`config.mk`:
```
export PLATFORM = sky130hd
export DESIGN_NAME = wm_billing_ctrl
export DESIGN_NICKNAME = d
export VERILOG_FILES = /design/src/rtl/wm_billing_pkg.sv /design/src/rtl/bcd_addsub.sv /design/src/rtl/wm_billing_ctrl.sv
export SDC_FILE = /design/constraint.sdc
export NUM_CORES = 1
export LEC_CHECK = 0
export CORE_UTILIZATION = 57
export CTS_CLUSTER_SIZE = 14
export DETAILED_ROUTE_END_ITERATION = 10
export PLACE_DENSITY_LB_ADDON = 0.2
export RECOVER_POWER = 25
export SYNTH_ARGS = -nofsm -noshare
export SYNTH_HDL_FRONTEND = slang
export SYNTH_SLANG_ARGS = --single-unit
```
`constraint.sdc`:
```
create_clock -name clk -period 11.4 [get_ports clk]
set_input_delay 1.71 -clock clk [delete_from_list [all_inputs] [get_ports clk]]
set_output_delay 1.71 -clock clk [all_outputs]
set_load 0.02 [all_outputs]
```
`src/rtl/wm_billing_pkg.sv`:
```
// Shared types and constants for the washing-machine billing controller.
// Holds the FSM state encoding, the BCD digit type and the all-nines saturation helper.
package wm_billing_pkg;

    typedef enum logic [2:0] {
        StIdle    = 3'd0,
        StSelect  = 3'd1,
        StCharged = 3'd2,
        StFine    = 3'd3,
        StDone    = 3'd4,
        StHandoff = 3'd5
    } state_e;

    typedef logic [3:0] bcd_digit_t;

    localparam int unsigned MaxDigits = 8;

    // Largest representable magnitude for a given digit count; slice the low 4*digits bits.
    function automatic logic [4*MaxDigits-1:0] bcd_all_nines(input int unsigned digits);
        logic [4*MaxDigits-1:0] v;
        v = '0;
        for (int unsigned i = 0; i < MaxDigits; i++) begin
            if (i < digits) v[4*i +: 4] = 4'h9;
        end
        return v;
    endfunction

endpackage

```
`src/rtl/bcd_addsub.sv`:
```
// Combinational sign-magnitude BCD subtract: y = a - x, x taken as a positive magnitude.
// mag is the raw digit result; sat flags a carry out of the top digit.
module bcd_addsub
    import wm_billing_pkg::*;
#(
    parameter int unsigned DIGITS = 3
) (
    input  logic                  a_neg,
    input  logic [4*DIGITS-1:0]   a_mag,
    input  logic [4*DIGITS-1:0]   x,
    output logic                  y_neg,
    output logic [4*DIGITS-1:0]   y_mag,
    output logic                  sat
);

    localparam int unsigned W = 4*DIGITS;

    function automatic logic [W:0] bcd_add(input logic [W-1:0] a, input logic [W-1:0] b);
        logic [W:0] r;
        logic [4:0] t;
        bcd_digit_t da, db;
        logic c;
        r = '0;
        c = 1'b0;
        for (int unsigned d = 0; d < DIGITS; d++) begin
            da = a[4*d +: 4];
            db = b[4*d +: 4];
            t  = {1'b0, da} + {1'b0, db} + {4'b0, c};
            c  = (t > 5'd9);
            if (c) t = t - 5'd10;
            r[4*d +: 4] = t[3:0];
        end
        r[W] = c;
        return r;
    endfunction

    // Requires a >= b, so no borrow leaves the top digit.
    function automatic logic [W-1:0] bcd_sub(input logic [W-1:0] a, input logic [W-1:0] b);
        logic [W-1:0] r;
        logic [4:0] t;
        bcd_digit_t da, db;
        logic c;
        r = '0;
        c = 1'b0;
        for (int unsigned d = 0; d < DIGITS; d++) begin
            da = a[4*d +: 4];
            db = b[4*d +: 4];
            t  = {1'b0, da} - {1'b0, db} - {4'b0, c};
            c  = t[4];
            if (c) t = t + 5'd10;
            r[4*d +: 4] = t[3:0];
        end
        return r;
    endfunction

    logic [W:0] sum;

    assign sum = bcd_add(a_mag, x);

    always_comb begin
        y_neg = 1'b0;
        y_mag = '0;
        sat   = 1'b0;
        if (a_neg) begin
            y_neg = 1'b1;
            y_mag = sum[W-1:0];
            sat   = sum[W];
        end else if (a_mag >= x) begin
            y_mag = bcd_sub(a_mag, x);
        end else begin
            y_neg = 1'b1;
            y_mag = bcd_sub(x, a_mag);
        end
    end

endmodule

```
`src/rtl/wm_billing_ctrl.sv`:
```
// Billing controller: timed price confirmation, idle fines, sign-magnitude BCD balance,
// and a valid/ack handoff to the wash sequencer.
module wm_billing_ctrl
    import wm_billing_pkg::*;
#(
    parameter int unsigned DIGITS    = 3,
    parameter int unsigned MODES     = 4,
    parameter int unsigned TICK_DIV  = 100_000_000,
    parameter int unsigned TIMEOUT_S = 8,
    parameter int unsigned FINE_MAX  = 9
) (
    input  logic                          clk,
    input  logic                          rst,
    input  logic                          en,
    input  logic [$clog2(MODES)-1:0]      mode,
    input  logic [MODES*4*DIGITS-1:0]     price_tbl,
    input  logic [4*DIGITS-1:0]           fine,
    input  logic [4*DIGITS-1:0]           bal_in,
    input  logic                          load_bal,
    input  logic                          confirm,
    input  logic                          collect,
    input  logic                          next_ack,
    output logic [4*DIGITS-1:0]           disp_val,
    output logic                          disp_neg,
    output logic [4*DIGITS-1:0]           bal_out,
    output logic                          bal_neg,
    output logic [TIMEOUT_S-1:0]          wt_bar,
    output logic [2:0]                    st_o,
    output logic                          buzz_en,
    output logic                          next,
    output logic [3:0]                    fine_cnt
);

    localparam int unsigned W     = 4*DIGITS;
    localparam int unsigned TickW = (TICK_DIV > 1) ? $clog2(TICK_DIV) : 1;
    localparam logic [TickW-1:0] TickLast = TickW'(TICK_DIV - 1);
    localparam logic [3:0] CdInit  = 4'(TIMEOUT_S);
    localparam logic [3:0] FineMax = 4'(FINE_MAX);
    localparam logic [4*MaxDigits-1:0] NinesFull = bcd_all_nines(DIGITS);
    localparam logic [W-1:0] Nines = NinesFull[W-1:0];

    state_e           state_q, state_d;
    logic [W-1:0]     bal_q, bal_d;
    logic             bal_neg_q, bal_neg_d;
    logic [3:0]       cd_q, cd_d;
    logic             phase_q, phase_d;
    logic [TickW-1:0] tick_q, tick_d;
    logic [3:0]       fine_cnt_q, fine_cnt_d;
    logic             fine_pend_q, fine_pend_d;

    logic             tick;
    logic [W-1:0]     price_sel;
    logic [W-1:0]     sub_x;
    logic             sub_neg;
    logic [W-1:0]     sub_mag;
    logic             sub_sat;
    logic [W-1:0]     new_mag;
    logic             show_price;

    assign tick      = (tick_q == TickLast);
    assign price_sel = price_tbl[int'(mode)*W +: W];
    // In FINE the fine is deducted unless a confirm takes the cycle.
    assign sub_x     = (state_q == StFine && !confirm) ? fine : price_sel;
    assign new_mag   = sub_sat ? Nines : sub_mag;

    bcd_addsub #(
        .DIGITS (DIGITS)
    ) u_addsub (
        .a_neg (bal_neg_q),
        .a_mag (bal_q),
        .x     (sub_x),
        .y_neg (sub_neg),
        .y_mag (sub_mag),
        .sat   (sub_sat)
    );

    always_comb begin
        state_d     = state_q;
        bal_d       = bal_q;
        bal_neg_d   = bal_neg_q;
        cd_d        = cd_q;
        phase_d     = phase_q;
        tick_d      = tick_q;
        fine_cnt_d  = fine_cnt_q;
        fine_pend_d = 1'b0;
        if (state_q == StIdle) begin
            if (load_bal) begin
                bal_d     = bal_in;
                bal_neg_d = 1'b0;
            end
            if (en) begin
                state_d    = StSelect;
                cd_d       = CdInit;
                phase_d    = 1'b0;
                tick_d     = '0;
                fine_cnt_d = '0;
            end
        end else if (!en) begin
            state_d = StIdle;
        end else begin
            case (state_q)
                StSelect: begin
                    tick_d = tick ? '0 : tick_q + 1'b1;
                    if (confirm) begin
                        bal_d     = new_mag;
                        bal_neg_d = sub_neg;
                        state_d   = StCharged;
                    end else if (cd_q == 4'd0) begin
                        state_d     = StFine;
                        fine_pend_d = 1'b1;
                    end else if (tick) begin
                        cd_d    = cd_q - 4'd1;
                        phase_d = ~phase_q;
                    end
                end
                StFine: begin
                    tick_d = tick ? '0 : tick_q + 1'b1;
                    if (confirm) begin
                        bal_d     = new_mag;
                        bal_neg_d = sub_neg;
                        state_d   = StCharged;
                    end else if ((fine_pend_q || tick) && fine_cnt_q < FineMax) begin
                        bal_d      = new_mag;
                        bal_neg_d  = sub_neg;
                        fine_cnt_d = fine_cnt_q + 4'd1;
                    end
                end
                StCharged: if (collect) state_d = StDone;
                StDone:    state_d = StHandoff;
                StHandoff: if (next_ack) state_d = StIdle;
                default:   state_d = StIdle;
            endcase
        end
    end

    always_ff @(posedge clk) begin
        if (rst) begin
            state_q     <= StIdle;
            bal_q       <= '0;
            bal_neg_q   <= 1'b0;
            cd_q        <= CdInit;
            phase_q     <= 1'b0;
            tick_q      <= '0;
            fine_cnt_q  <= '0;
            fine_pend_q <= 1'b0;
        end else begin
            state_q     <= state_d;
            bal_q       <= bal_d;
            bal_neg_q   <= bal_neg_d;
            cd_q        <= cd_d;
            phase_q     <= phase_d;
            tick_q      <= tick_d;
            fine_cnt_q  <= fine_cnt_d;
            fine_pend_q <= fine_pend_d;
        end
    end

    always_comb begin
        wt_bar = '0;
        for (int unsigned i = 0; i < TIMEOUT_S; i++) begin
            wt_bar[i] = (i < 32'(cd_q));
        end
    end

    assign show_price = (state_q == StSelect) && phase_q;
    assign disp_val   = show_price ? price_sel : bal_q;
    assign disp_neg   = show_price ? 1'b0 : bal_neg_q;
    assign bal_out    = bal_q;
    assign bal_neg    = bal_neg_q;
    assign st_o       = state_q;
    assign buzz_en    = (state_q == StSelect) || (state_q == StFine);
    assign next       = (state_q == StHandoff);
    assign fine_cnt   = fine_cnt_q;

endmodule
```
## Yosys cells after proc, flatten, opt, wreduce, memory -nomap -nowiden

Index checks and enable logic that the tools add are counted.

- Add/subtract/negate cells: 27
- Multiply operators: 1
- $lt $le $gt $ge: 13
- Equality and inequality tests: 16
- Shift operators: 1
- Multiplexer cells: 67
- Bitwise operators: 3
- Reduce and logical (&&, ||, !) cells: 22

Operators with widths:

| operator | count |
|---|---|
| 27-bit two-way mux | 5 |
| 12-bit two-way mux | 11 |
| 4-bit two-way mux | 22 |
| 48-bit by 7-bit variable part select with 12-bit output | 1 |
| 4-bit by 4-bit subtractor with 5-bit output | 6 |
| 27-bit by 1-bit adder with 27-bit output (second input constant) | 1 |
| 27-bit equality test (second input constant) | 1 |
| 4-bit adder (second input constant) | 6 |
| 3-bit two-way mux | 8 |
| 12-bit case mux with 2 select lines | 1 |
| 5-bit by 1-bit subtractor with 5-bit output | 4 |
| 1-bit two-way mux | 18 |
| 3-bit by 4-bit less-than comparator with 1-bit output (first input constant) | 4 |
| 4-bit by 4-bit adder with 5-bit output | 3 |
| 5-bit by 4-bit > comparator with 1-bit output (second input constant) | 3 |
| 3-bit case mux with 5 select lines | 1 |
| 5-bit AND reduction | 3 |
| 12-bit >= comparator | 1 |
| 2-bit nonzero test | 6 |
| 4-bit subtractor (second input constant) | 3 |
| 5-bit by 1-bit adder with 5-bit output | 2 |
| 1-bit by 4-bit less-than comparator with 1-bit output (first input constant) | 2 |
| 2-bit by 4-bit less-than comparator with 1-bit output (first input constant) | 2 |
| 4-bit by 3-bit != test with 1-bit output (second input constant) | 2 |
| other kinds (25) | 34 |

- Bits in registers: 53
- Bits of input ports: 81
- Output and inout bits: 43
- Word-level logic and storage cells: 158

## Depth between registers and ports, before layout

- Word-level depth: 17
- Depth in mapped cells: 29
- Gate-level depth less buffers: 26

## Hierarchy

A second synthesis with hierarchy kept.

- Cells, all modules: 784
- Area total of the unflattened synthesis: 6276.0 um^2

Modules (own cells, without submodules):

| module | instances | cells an instance | area each (um^2) | sequential area each (um^2) |
|---|---|---|---|---|
| wm_billing_ctrl | 1 | 451 | 3622.2 | 1061.0 |
| bcd_addsub | 1 | 333 | 2653.8 | 0.0 |

## Worst setup path after synthesis

Ideal clock, no wire load.

- Path type: input to register
- From: input port mode[0]
- To: register bal_q[10], in the netlist bal_out[10]
- Library setup time: 0.096 ns
- Arrival time: 7.401 ns
- Data required time: 11.304 ns
- Path slack: 3.904 ns
- Stages on the path: 25
- Path buffers: 1
- Path through: buf_2 > mux4_2 > nand2_1 > nand2_1 > ha_1 > fa_1 > xnor2_1 > inv_1 > nand2_1 > a21oi_1 > fa_1 > inv_1 > fa_1 > nor2b_1 > or3_1 > o32ai_1 > fa_1 > inv_1 > fa_1 > xor2_1 > ha_1 > a222oi_1 > or4b_1 > o311a_1 > o41ai_2

- Cells in the longest elaborated chain, start to end: 17
- Elaborated cells on any way between the ends: 38
- Those cells by class: 18 x add/sub; 1 x mul; 4 x order compare; 1 x shift; 14 x mux

RTL lines:

| what | RTL line | text |
|---|---|---|
| from (decl) | wm_billing_ctrl.sv:15 | `input logic [$clog2(MODES)-1:0] mode,` |
| 2-bit by 2-bit multiplier with 4-bit output (*) | wm_billing_ctrl.sv:61 | `assign price_sel = price_tbl[int'(mode)*W +: W];` |
| 48-bit by 7-bit variable part select with 12-bit output (*) | wm_billing_ctrl.sv:61 |  |
| 12-bit two-way mux (*) | wm_billing_ctrl.sv:63 | `assign sub_x = (state_q == StFine && !confirm) ? fine : price_sel;` |
| 4-bit by 4-bit adder with 5-bit output | bcd_addsub.sv:28 | `t = {1'b0, da} + {1'b0, db} + {4'b0, c};` |
| 5-bit by 4-bit > comparator with 1-bit output | bcd_addsub.sv:29 | `c = (t > 5'd9);` |
| 5-bit by 1-bit adder with 5-bit output | bcd_addsub.sv:28 |  |
| 5-bit by 4-bit > comparator with 1-bit output | bcd_addsub.sv:29 |  |
| 5-bit by 1-bit adder with 5-bit output | bcd_addsub.sv:28 |  |
| 4-bit subtractor / 5-bit by 4-bit > comparator with 1-bit output (equally long branches) | bcd_addsub.sv:30, bcd_addsub.sv:29 |  |
| 4-bit two-way mux | bcd_addsub.sv:30 | `if (c) t = t - 5'd10;` |
| 12-bit two-way mux | bcd_addsub.sv:64 | `if (a_neg) begin` |
| 12-bit two-way mux (*) | wm_billing_ctrl.sv:64 | `assign new_mag = sub_sat ? Nines : sub_mag;` |
| 12-bit two-way mux | wm_billing_ctrl.sv:122 | `end else if ((fine_pend_q \|\| tick) && fine_cnt_q < FineMax) begin` |
| 12-bit two-way mux | wm_billing_ctrl.sv:118 | `if (confirm) begin` |
| 12-bit case mux with 2 select lines (*) | wm_billing_ctrl.sv:101 | `case (state_q)` |
| 12-bit two-way mux (*) | wm_billing_ctrl.sv:98 | `end else if (!en) begin` |
| 12-bit two-way mux (*) | wm_billing_ctrl.sv:86 | `if (state_q == StIdle) begin` |
| to (signal assigned) | wm_billing_ctrl.sv:148 | `bal_q <= bal_d;` |
| to (decl) | wm_billing_ctrl.sv:43 | `logic [W-1:0] bal_q, bal_d;` |

Every way passes the cells marked *; elsewhere a longest branch is shown, timed or not. The select of a mux whose other input is x is not followed.
A chain may end at the register's enable or synchronous reset.

## Worst setup path in the final report

- From: input port mode[0]
- To: register bal_q[1], in the netlist bal_out[1]

- Cells in the longest elaborated chain, start to end: 16
- Elaborated cells on any way between the ends: 30
- Those cells by class: 10 x add/sub; 1 x mul; 4 x order compare; 1 x shift; 14 x mux

RTL lines:

| what | RTL line |
|---|---|
| 2-bit by 2-bit multiplier with 4-bit output (*) | wm_billing_ctrl.sv:61 |
| 48-bit by 7-bit variable part select with 12-bit output (*) | wm_billing_ctrl.sv:61 |
| 12-bit two-way mux (*) | wm_billing_ctrl.sv:63 |
| 4-bit by 4-bit adder with 5-bit output | bcd_addsub.sv:28 |
| 5-bit by 4-bit > comparator with 1-bit output | bcd_addsub.sv:29 |
| 5-bit by 1-bit adder with 5-bit output | bcd_addsub.sv:28 |
| 5-bit by 4-bit > comparator with 1-bit output | bcd_addsub.sv:29 |
| 5-bit by 1-bit adder with 5-bit output | bcd_addsub.sv:28 |
| 5-bit by 4-bit > comparator with 1-bit output | bcd_addsub.sv:29 |
| 1-bit two-way mux | bcd_addsub.sv:64 |
| 12-bit two-way mux (*) | wm_billing_ctrl.sv:64 |
| 12-bit two-way mux | wm_billing_ctrl.sv:122 |
| 12-bit two-way mux | wm_billing_ctrl.sv:118 |
| 12-bit case mux with 2 select lines (*) | wm_billing_ctrl.sv:101 |
| 12-bit two-way mux (*) | wm_billing_ctrl.sv:98 |
| 12-bit two-way mux (*) | wm_billing_ctrl.sv:86 |

Marks and branches as above.

==> run_results.csv <==
group,metric,value,unit
status,status,"completed",
drt,postRouteAntennaNets,0,
setup_path,path_max_fanout,12,
timing,max_slew_margin,21.8,%
setup_path,critical_path_class,"in2reg",
hold_path,hold_class,"reg2reg",
synthesis,synthArstFlopShare,0,%
final_layout,syn2layout_area_growth,23.7,%
final_layout,fin_nets,980,
synthesis,yosys.area_share.simple,22.4,%
global_route,grt_pass1_wl,25.8,mm
final_layout,antenna_cells,0,
drt,drt_iter0_drc,345,
timing,fmax,112,MHz
timing,tns,0,ns
floorplanning,dieArea,10600,um2
timing,setup_viol,0,
drt,routed_wl,16.7,mm
global_route,grt_pass1_vias,5593,
synthesis,synthAdderAreaFrac,18.4,%
floorplanning,rows,36,
floorplanning,io_pins,124,
clock_tree,ctsResizeCount,0,
timing,hold-worst-slack,0.524,ns
global_route,antenna_found_initial,0,
clock_tree,clkTransAtPathRegs,0.10,ns
floorplanning,start_util,59.1,%
synthesis,synth_edf_count,0,
global_route,grt_remaining_overflow,0,
setup_path,cp-end-kind,"flop",
timing,worst_pin_slew,1.17,ns
synthesis,yosysSeqAreaShare,18.3,%
synthesis,synth_top_family_by_area,"simple AND/OR/NAND/NOR gates",
timing,rsz0062_at_grt,"false",
clock_tree,numClockSinks,53,
final_layout,fill_cells,793,
drt,routedWlPerCell,17.4,um
floorplanning,die_h,103,um
drt,via_per_inst,6.04,
job,maxCapViolations,0,
timing,post-route-period-util,78.1,%
timing,period_minus_slack,8.90,ns
synthesis,synth-main-ff-cell,"dfxtp_1",
setup_path,worst_ep_required_time,11.61,ns
power_and_ir_drop,vdd_drop_max,0.000101,V
drt,drc,0,
drt,vias,5791,
setup_path,arrival,9.11,ns
floorplanning,core-area,9820,um2
power_and_ir_drop,pwr_density_cell,172,nW/um2
clock_tree,holdBufCountCts,0,
drt,first_pass_iters,5,
placement,routabilityCongestion,0.924,
setup_path,critPathLaunchType,"primary input",
placement,dp_hpwl,13.2,mm
global_route,track_usage,31.4,%
timing,slew_violations,0,
clock_tree,cts_tree,"built",
power_and_ir_drop,p_leak,2.89,nW
timing,hold_viol_final,0,
placement,port_buffers,123,
floorplanning,die_x,103,um
clock_tree,cts.root.buffer_cell,"clkbuf_8",
synthesis,syn_nets,879,
synthesis,synth_compound_area_share,18.6,%
synthesis,synth_warnings,0,
clock_tree,postCtsSetupRepairBufs,0,
synthesis,synth-xor-area-share,8.30,%
synthesis,avgSynthCellArea,8.03,um2
setup_path,cpLargestDelayFamily,"adder cells",
synthesis,synthCells,723,
setup_path,cp_slowest_stage_delay,1.03,ns
clock_tree,htree_levels,2,
setup_path,crit_buf_inv,4,
synthesis,synth_area,5800,um2
clock_tree,clkLatencyLatePin,0.31,ns
setup_path,cpMostUsedCell,"fa_1",
setup_path,critPathSlowestCell,"clkdlybuf4s50_1",
final_layout,layout-drive-gt1-share,6.18,%
timing,fin_skew,0.00925,ns
clock_tree,cts_made_buffers,5,
synthesis,synth.distinct_cells,78,
clock_tree,clock_path_buffers,2,
synthesis,ys_ff_latch,53,
synthesis,synth_mux_area_share,7.07,%
global_route,grt_max_degree,27,
[where the power goes]
group	internal, mW	switching (mW)	total, mW
Sequential	0.201	0.0358	0.236
Combinational	0.394	0.492	0.885
Clock	0.0445	0.0680	0.113
[layer usage]
layer / GRT usage, % / share of wire, % / vias to the layer above
met4: 12.8 / 3.4 / 0
li1: - / - / 2742
met5: 0 / 0 / -
met1: 38.6 / 41 / 2732
met3: 5.22 / 7.2 / 50
met2: 54.7 / 48 / 267
[registers in the layout, summed over array words and instances (netlist names)]
| signal | cells |
|---|---|
| st_o | 3 |
| fine_cnt | 4 |
| bal_neg | 1 |
| cd_q | 4 |
| fine_pend_q | 1 |
| bal_out | 12 |
| tick_q | 27 |
| phase_q | 1 |
[synthesized netlist by cell type (6+ instances only)]
cell type  number  area share (%)
mux4_2         12             4.7
nand2b_1       12             1.3
a21oi_1        40             3.4
buf_2          13             1.1
inv_1          62             4.0
a31oi_1         6            0.65
xnor2_1        28             4.2
or3_1          13             1.4
nor2b_1         8            0.86
xor2_1         27             4.1
nor2_1         62             4.0
a21o_1          6            0.78
clkbuf_1       15            0.97
ha_1           58              13
nand3_1        11            0.95
o21ai_0        33             2.8
o21ai_1         8            0.69
mux2i_1         7             1.2
nand4_1         7            0.75
dfxtp_1        53              18
fa_1           17             5.9
nand2_1        86             5.6
and2_1          8            0.86
nor3_1         13             1.1
[through the flow]
stage                     worst slack, ns  instance area [um2]  power [mW]  util (%)  instances
final                                2.50                 7180        1.23      73.1        958
after global routing                 2.02                 7180        1.32      73.1        958
after CTS                            2.65                 7180        1.23      73.1        958
after detailed placement             2.33                 7090        1.11      72.2        950
after global placement               2.63                 7090        1.07      72.2        950
after floorplan                      3.90                 5800       0.871         -        723
[worst min-delay path: stages (launching register included)]
cell     delay, ns
dfxtp_1       0.35
xor2_1        0.07
nor2_1        0.08
[final timing paths]
check | cells after the start | end | start | slack, ns
worst max-delay path | 25 | bal_out[1] | mode[0] | 2.50
worst min-delay path | 2 | phase_q | phase_q | 0.52
worst max register to register | 24 | bal_out[1] | st_o[1] | 4.31
worst min register to register | 2 | phase_q | phase_q | 0.52
[area by class of cell]
class | instances | area, um2 | area share [%]
clock buffer | 5 | 68.8 | 0.959
timing repair buffer | 127 | 1260 | 17.6
multi-input combinational | 571 | 4350 | 60.6
clock inverter | 3 | 25.0 | 0.349
sequential | 53 | 1060 | 14.8
tap | 133 | 166 | 2.32
inverter | 66 | 248 | 3.45
[placed cells by master, fill, tap and decap left out, types with 13 or more instances in the layout]
master / count
a21oi_1: 40
clkdlybuf4s50_1: 107
dfxtp_1: 53
dlygate4sd3_1: 16
fa_1: 17
ha_1: 58
inv_1: 62
nand2_1: 86
nor2_1: 62
nor3_1: 13
o21ai_0: 34
or3_1: 13
xnor2_1: 28
xor2_1: 27
[cell families (layout without fill, tap and decap cells)]
kind of cell	count (synthesis)	count (layout)
AOI/OAI and AO/OA	158	158
xor gates and xnor gates	55	55
adders and majority gates	75	75
buffers and inverters	99	201
DFF	53	53
muxes	25	25
and+or+nand+nor	258	258
Power figures use the tool's default switching activity.
